**config.mk**
```make
export PLATFORM = sky130hd
export DESIGN_NAME = ps2_host_tx
export DESIGN_NICKNAME = d
export VERILOG_FILES = /design/src/rtl/ps2_host_tx.sv
export SDC_FILE = /design/constraint.sdc
export NUM_CORES = 1
export LEC_CHECK = 0
export ABC_CLOCK_PERIOD_IN_PS = 2200
export CORE_AREA = 2 2 80 82
export CTS_CLUSTER_SIZE = 24
export DETAILED_ROUTE_END_ITERATION = 8
export DIE_AREA = 0 0 82 84
export SYNTH_ARGS = -nofsm -noshare
export SYNTH_HDL_FRONTEND = slang
export SYNTH_SLANG_ARGS = --single-unit
```
**constraint.sdc**
```tcl
create_clock -name clk -period 2.2 [get_ports clk]
set_input_delay 0.66 -clock clk [delete_from_list [all_inputs] [get_ports clk]]
set_output_delay 0.66 -clock clk [all_outputs]
set_load 0.05 [all_outputs]
```
**src/rtl/ps2_host_tx.sv**
```systemverilog
// Host-to-device PS/2 transmitter: request-to-send, 11-bit frame shift-out, ACK check.
// Lines are driven open-drain only through the *_oe outputs.
module ps2_host_tx #(
    parameter int INHIBIT_CYCLES = 2500,
    parameter int TIMEOUT_CYCLES = 375000
) (
    input  logic       clk,
    input  logic       reset,
    input  logic       tx_valid,
    input  logic [7:0] tx_data,
    output logic       tx_ready,
    input  logic       ps2_clk_in,
    input  logic       ps2_data_in,
    output logic       ps2_clk_oe,
    output logic       ps2_data_oe,
    output logic       tx_done,
    output logic       tx_error
);

    localparam int CNT_MAX = (INHIBIT_CYCLES > TIMEOUT_CYCLES) ? INHIBIT_CYCLES : TIMEOUT_CYCLES;
    localparam int CW      = $clog2(CNT_MAX + 1);
    localparam logic [CW-1:0] INH_LAST = CW'(INHIBIT_CYCLES - 1);
    localparam logic [CW-1:0] TO_LAST  = CW'(TIMEOUT_CYCLES - 1);

    typedef enum logic [2:0] {
        IDLE,
        INHIBIT,
        START,
        SEND,
        ACK,
        WAIT_IDLE
    } state_t;

    state_t        state_q;
    logic [CW-1:0] cnt_q;
    logic [3:0]    bitcnt_q;
    logic [7:0]    shift_q;
    logic          par_q;
    logic          clk_oe_q, data_oe_q, tx_ready_q, tx_done_q, tx_error_q;

    logic clk_meta_q, clk_sync_q, clk_prev_q;
    logic data_meta_q, data_sync_q;
    logic fe;
    logic timing;

    // Synchronizers reset to the idle-high line level so reset cannot fake an edge.
    always_ff @(posedge clk or posedge reset) begin
        if (reset) begin
            clk_meta_q  <= 1'b1;
            clk_sync_q  <= 1'b1;
            clk_prev_q  <= 1'b1;
            data_meta_q <= 1'b1;
            data_sync_q <= 1'b1;
        end else begin
            clk_meta_q  <= ps2_clk_in;
            clk_sync_q  <= clk_meta_q;
            clk_prev_q  <= clk_sync_q;
            data_meta_q <= ps2_data_in;
            data_sync_q <= data_meta_q;
        end
    end

    assign fe     = clk_prev_q & ~clk_sync_q;
    assign timing = (state_q == SEND) || (state_q == ACK) || (state_q == WAIT_IDLE);

    always_ff @(posedge clk or posedge reset) begin
        if (reset) begin
            state_q    <= IDLE;
            cnt_q      <= '0;
            bitcnt_q   <= '0;
            shift_q    <= '0;
            par_q      <= 1'b0;
            clk_oe_q   <= 1'b0;
            data_oe_q  <= 1'b0;
            tx_ready_q <= 1'b1;
            tx_done_q  <= 1'b0;
            tx_error_q <= 1'b0;
        end else begin
            tx_done_q  <= 1'b0;
            tx_error_q <= 1'b0;
            // Timeout wins over a simultaneous falling edge.
            if (timing && cnt_q == TO_LAST) begin
                tx_error_q <= 1'b1;
                clk_oe_q   <= 1'b0;
                data_oe_q  <= 1'b0;
                tx_ready_q <= 1'b1;
                cnt_q      <= '0;
                state_q    <= IDLE;
            end else begin
                if (timing) cnt_q <= fe ? '0 : cnt_q + 1'b1;
                case (state_q)
                    IDLE: begin
                        if (tx_valid && tx_ready_q) begin
                            shift_q    <= tx_data;
                            par_q      <= ~^tx_data;
                            cnt_q      <= '0;
                            clk_oe_q   <= 1'b1;
                            tx_ready_q <= 1'b0;
                            state_q    <= INHIBIT;
                        end
                    end
                    INHIBIT: begin
                        if (cnt_q == INH_LAST) begin
                            cnt_q     <= '0;
                            data_oe_q <= 1'b1;
                            state_q   <= START;
                        end else begin
                            cnt_q <= cnt_q + 1'b1;
                        end
                    end
                    START: begin
                        clk_oe_q <= 1'b0;
                        bitcnt_q <= '0;
                        cnt_q    <= '0;
                        state_q  <= SEND;
                    end
                    SEND: begin
                        if (fe) begin
                            if (bitcnt_q < 4'd8) begin
                                data_oe_q <= ~shift_q[bitcnt_q[2:0]];
                            end else if (bitcnt_q == 4'd8) begin
                                data_oe_q <= ~par_q;
                            end else begin
                                data_oe_q <= 1'b0;
                                state_q   <= ACK;
                            end
                            bitcnt_q <= bitcnt_q + 1'b1;
                        end
                    end
                    ACK: begin
                        if (fe) begin
                            if (!data_sync_q) begin
                                state_q <= WAIT_IDLE;
                            end else begin
                                tx_error_q <= 1'b1;
                                tx_ready_q <= 1'b1;
                                state_q    <= IDLE;
                            end
                        end
                    end
                    WAIT_IDLE: begin
                        if (clk_sync_q && data_sync_q) begin
                            tx_done_q  <= 1'b1;
                            tx_ready_q <= 1'b1;
                            state_q    <= IDLE;
                        end
                    end
                    default: state_q <= IDLE;
                endcase
            end
        end
    end

    assign tx_ready    = tx_ready_q;
    assign ps2_clk_oe  = clk_oe_q;
    assign ps2_data_oe = data_oe_q;
    assign tx_done     = tx_done_q;
    assign tx_error    = tx_error_q;

endmodule
```
* Word level (Yosys, flattened, before mapping)
Index checks and enable logic that the tools add are counted.
** Cells by class
- $add $sub $neg :: 2
- $lt $le $gt $ge :: 2
- Eq/ne operators :: 17
- Multiplexer cells :: 42
- Bitwise logic cells :: 5
- Reductions and logical operators :: 17
** Operators with widths (count)
- 2-to-1 mux 19 bit :: 5
- case mux 19 bit (3 select lines) :: 1
- 2-to-1 mux 3 bit :: 9
- 2-to-1 mux 1 bit :: 20
- adder 19 x 1 -> 19 bit, second input constant :: 1
- equality test 19 x 12 -> 1 bit, second input constant :: 1
- equality test 19 bit, second input constant :: 1
- case mux 3 bit (6 select lines) :: 1
- != test 3 bit, second input constant :: 4
- != test 3 x 2 -> 1 bit, second input constant :: 3
- AND reduction 3 bit :: 3
- case mux 4 bit (2 select lines) :: 1
- XNOR reduction 8 bit :: 1
- AND reduction 7 bit :: 1
- equality test 3 x 2 -> 1 bit, second input constant :: 2
- equality test 3 bit, second input constant :: 2
- nonzero test 3 bit :: 2
- AND reduction 5 bit :: 1
- adder 4 x 1 -> 4 bit, second input constant :: 1
- equality test 4 bit, second input constant :: 1
- less-than comparator 3 x 4 -> 1 bit, second input constant :: 1
- less-than comparator 4 bit, second input constant :: 1
- 2-to-1 mux 4 bit :: 1
- inverter 1 bit :: 4
- 13 further kinds :: 17
** Word-level totals
- Flip-flop bits (word level) :: 45
- Input bits :: 13

* Depth between registers and ports, before layout
- Word-level depth :: 7
- Gate-level depth with buffers :: 7

* Worst setup path before layout
OpenSTA, ideal clock, no wires.
- Kind :: register -> register
- From :: register cnt_q[2]
- To :: register state_q[2]
- Data arrival time :: 2048 ps
- Data required time :: 2062 ps
- Setup slack :: 14 ps
- Cell stages (with the launch flop) :: 7
- Path buffers :: 1
- Path through :: dfrtp_1 -> or4_1 -> or4_4 -> o21a_1 -> buf_6 -> o31ai_2 -> a21oi_1
** On the way
- Cells in the longest elaborated chain, start to end :: 4
- Elaborated cells between the ends (all ways) :: 12
- Those cells by class :: eq/ne: 9; mux: 1; reduce/logical: 2
** Ends and longest elaborated chain
- from (decl) :: RTL line 35 : logic [CW-1:0] cnt_q;
- from (signal assigned) :: RTL line 90 : if (timing) cnt_q <= fe ? '0 : cnt_q + 1'b1;
- from (signal assigned) :: RTL line 108 : cnt_q <= cnt_q + 1'b1;
- equality test 19 bit :: RTL line 82 : if (timing && cnt_q == TO_LAST) begin
- logical AND 1 bit :: RTL line 82
- != test 3 bit (no source line), or another cell as far along
- AND reduction 7 bit (no source line)
- to (signal assigned) :: RTL line 88 : state_q <= IDLE;
- to (signal assigned) :: RTL line 99 : state_q <= INHIBIT;
- to (signal assigned) :: RTL line 106 : state_q <= START;
- to (decl) :: RTL line 34 : state_t state_q;
Parallel ways exist; a longest one is shown, timed or not.
A chain may end at the register's enable or synchronous reset.

* Worst setup path after layout
- From :: register cnt_q[12]
- To :: register state_q[2]
Same word-level chain as after synthesis.

==> impl_metrics.tcl <==
set metrics [dict create \
    track_usage_pct 21.1 \
    leakagePower_nw 1.37 \
    synth.yosys.warnings 0 \
    cts_setup_buffers 0 \
    yosysMostFrequentCell "dfrtp_1" \
    cts_tree "yes" \
    vdd_drop_max_mv 0.649 \
    globalplace.congestion 0.879 \
    critical-path-max-stage-delay_ps 520 \
    detailedRoute.firstIterationViolations 137 \
    grt_max_degree 20 \
    dp_hpwl_um 4870 \
    timing.clock.skew_ps 10.2 \
    fin_worst_hold_slack_ps 358 \
    crit_family "simple AND/OR/NAND/NOR gates" \
    post-route-min-period_ps 2250 \
    overall_power_mw 3.68 \
    first_global_vias 2381 \
    post_cts_clock_slew_at_the_launch_and_capture_registers_of_the_worst_setup_and_hold_paths_ps 90 \
    min_path_type "register to register" \
    worst-r2r-setup-slack_ps -50 \
    gr-total-overflow 0 \
    cts.sink_count 45 \
    design.die.area_sq_um 6890 \
    cpMostUsedCell "or4_4" \
    timing.fmax_mhz 445 \
    power_per_cell_area_nw_per_um2 1110 \
    max-clock-path-buffers 2 \
    antenna_found_initial 0 \
    netlist_top_cells_area "dfrtp_1, dfstp_2, mux2_2" \
    first_pass_grt_wire_length_um 11200 \
    timing_worst_slew_pin_value_ps 494 \
    nNetsFinal 334 \
    seq_area_sq_um 1130 \
    netlist_instances 277 \
    detail_route.first_pass.iterations 4 \
    clk_latency_ps 300 \
    setup_viol 1 \
    wirelength_um 6860 \
    start_util_pct 43.0 \
    yosys.area.top_type_share_pct 37.2 \
    horizontal_die_dimension_um 82 \
    cts_made_buffers 5 \
    fp-row-count 29 \
    critical_path.cell_chain "or4_4, or4_4, o21a_4, buf_6, o31ai_4, a21oi_1" \
    length_of_routed_met3_wiring_um 291 \
    final.fill_count 553 \
    final.period_utilization_pct 102 \
    drtAntennaViolNets 0 \
    timing.critical_path.slowest_stage_cell "or4_4" \
    setup_tns_ps -45.8 \
    status "finished, violations left" \
    violated_checks "setup timing" \
    cp_max_fo 6 \
    post_route_cells_drive_above_1_share_pct 22.9 \
    yosys_reg_bits 45 \
    area_of_the_placeable_core_sq_um 6100 \
    cap_viol_max_count 0 \
    synth_async_sr_flop_share_pct 100 \
    synth_seq_area_share_pct 43.2 \
    io_buffers 17 \
    total_standard_cell_area_after_synthesis_sq_um 2620 \
    worst_slack_ps -45.8 \
    clock_tree.htree_level_count 2 \
    antenna-diode-count 0 \
    holdBufCountCts 0 \
    synth_flop_cell "dfrtp_1" \
    most_common_library_cells_after_synthesis "dfrtp_1, nand2_1, a21oi_1, nor2_1, clkbuf_1" \
    syn_to_final_growth_pct 25.9 \
    end_kind "register" \
    routed_wire_length_per_instance_um 17.3 \
    cts_root_buffer "clkbuf_8" \
    highest_layer "met4" \
    rsz0062_at_grt "yes" \
    drt-vias-per-instance 6.08 \
    final-hold-violation-count 0 \
    drc 0 \
    critPathBufInv 1 \
    netlist-cell-type-count 58 \
    postSynthAreaPerCell_sq_um 9.47 \
    met2_length_um 3410 \
    final-max-slew-violation-count 0 \
    worst_ep_required_time_ps 2380 \
    via_count 2407 \
    chipHeight_um 84 \
    multiInputGateArea_sq_um 1420 \
    worst-setup-path-type "register to register" \
    arrival_ps 2420 \
    number_of_synthesized_flops_with_an_enable_pin 0 \
    met1Wirelength_um 3010 \
    syn-num-nets 293 \
    timing.critical_path.from_type "register" \
    slew_headroom_pct 67.0 \
    dpl_worst_slack_ps -75.7 \
    boundaryPins 18 \
    netlist.top_cell.by_area "dfrtp_1" \
]
## where the power goes
part,internal (mW),leakage (nW),switching (mW)
sequential,1.04,0.573,0.178
clock,0.370,0.0585,0.275
combinational,0.855,0.738,0.960
## cells in the final DEF, fill, tap and decap left out, types with 3 or more instances in the layout
cell,synthesis,layout
nand3_1,13,13
o21ai_0,13,10
nand2b_1,6,6
clkdlybuf4s50_1,0,16
o2111ai_2,0,3
ha_1,3,3
o2111ai_1,6,3
a211o_1,3,3
o21ai_2,1,3
nand4_1,8,8
buf_4,0,29
mux2i_1,3,3
a211oi_1,7,7
xnor2_1,7,7
o22ai_1,5,5
clkbuf_8,0,6
nand2_1,24,24
dfstp_2,6,6
and4_1,4,4
inv_1,11,10
dfrtp_1,39,39
nor2_1,15,15
o31ai_1,4,4
nor3_1,4,4
o21ai_1,4,5
buf_12,0,4
and3_1,9,9
a21oi_1,17,16
mux2_2,9,9
## flip-flops by register name, indices dropped and copies added, names as in the netlist
name         flops
clk_sync_q       1
ps2_clk_oe       1
state_q          3
par_q            1
cnt_q           19
clk_prev_q       1
data_sync_q      1
data_meta_q      1
tx_ready         1
tx_error         1
bitcnt_q         4
shift_q          8
ps2_data_oe      1
clk_meta_q       1
tx_done          1
## layout make-up
cell class | instances | share of cell area [%]
inverters | 11 | 1.25
repair buffers | 51 | 15.0
clock buffers | 7 | 2.62
flip-flops and latches | 45 | 34.3
clock inverters | 1 | 0.910
well taps | 77 | 2.92
multi-input cells | 204 | 43.0
## metrics by stage
stage	std cells	util [%]	cell area (sq um)
6_report	396	54.1	3300
5_1_grt	396	54.1	3300
4_1_cts	395	53.1	3240
3_5_place_dp	387	50.9	3100
3_3_place_gp	387	50.9	3100
2_1_floorplan	277	-	2620
## cells by family (layout without fill, tap and decap cells)
group	after synthesis	count (layout)	share of synthesized area, %
compound gates	85	85	22.5
flops	45	45	43.2
xor+xnor	7	7	2.34
mux	14	14	6.73
buf+inv	28	70	4.63
fa+ha+maj	3	3	1.43
simple gates	95	95	19.1
## path summary, 6_finish.rpt
kind                                  from    endpoint  cells after the start
max in group asynchronous            reset    tx_ready                      3
worst max-delay path             cnt_q[12]  state_q[2]                      6
worst max register to register   cnt_q[12]  state_q[2]                      6
min in group asynchronous            reset   cnt_q[12]                      2
worst min register to register  clk_meta_q  clk_sync_q                      0
worst min-delay path            clk_meta_q  clk_sync_q                      0
## per-layer routing
layer  global-route usage, %  up-vias
li1                        -     1128
met1                    26.7     1188
met2                    35.3       77
met3                    3.90       14
met4                    7.42        0
met5                       0        -
## what timing repair did
| action | in CTS | in global routing |
|---|---|---|
| hold endpoints to repair | 0 | 0 |
| gates resized for setup | 4 | 12 |
| setup endpoints to repair | 17 | 14 |
| gates cloned | 0 | 1 |
| pin swaps | 2 | 4 |
(Power assumes the default switching activity.)
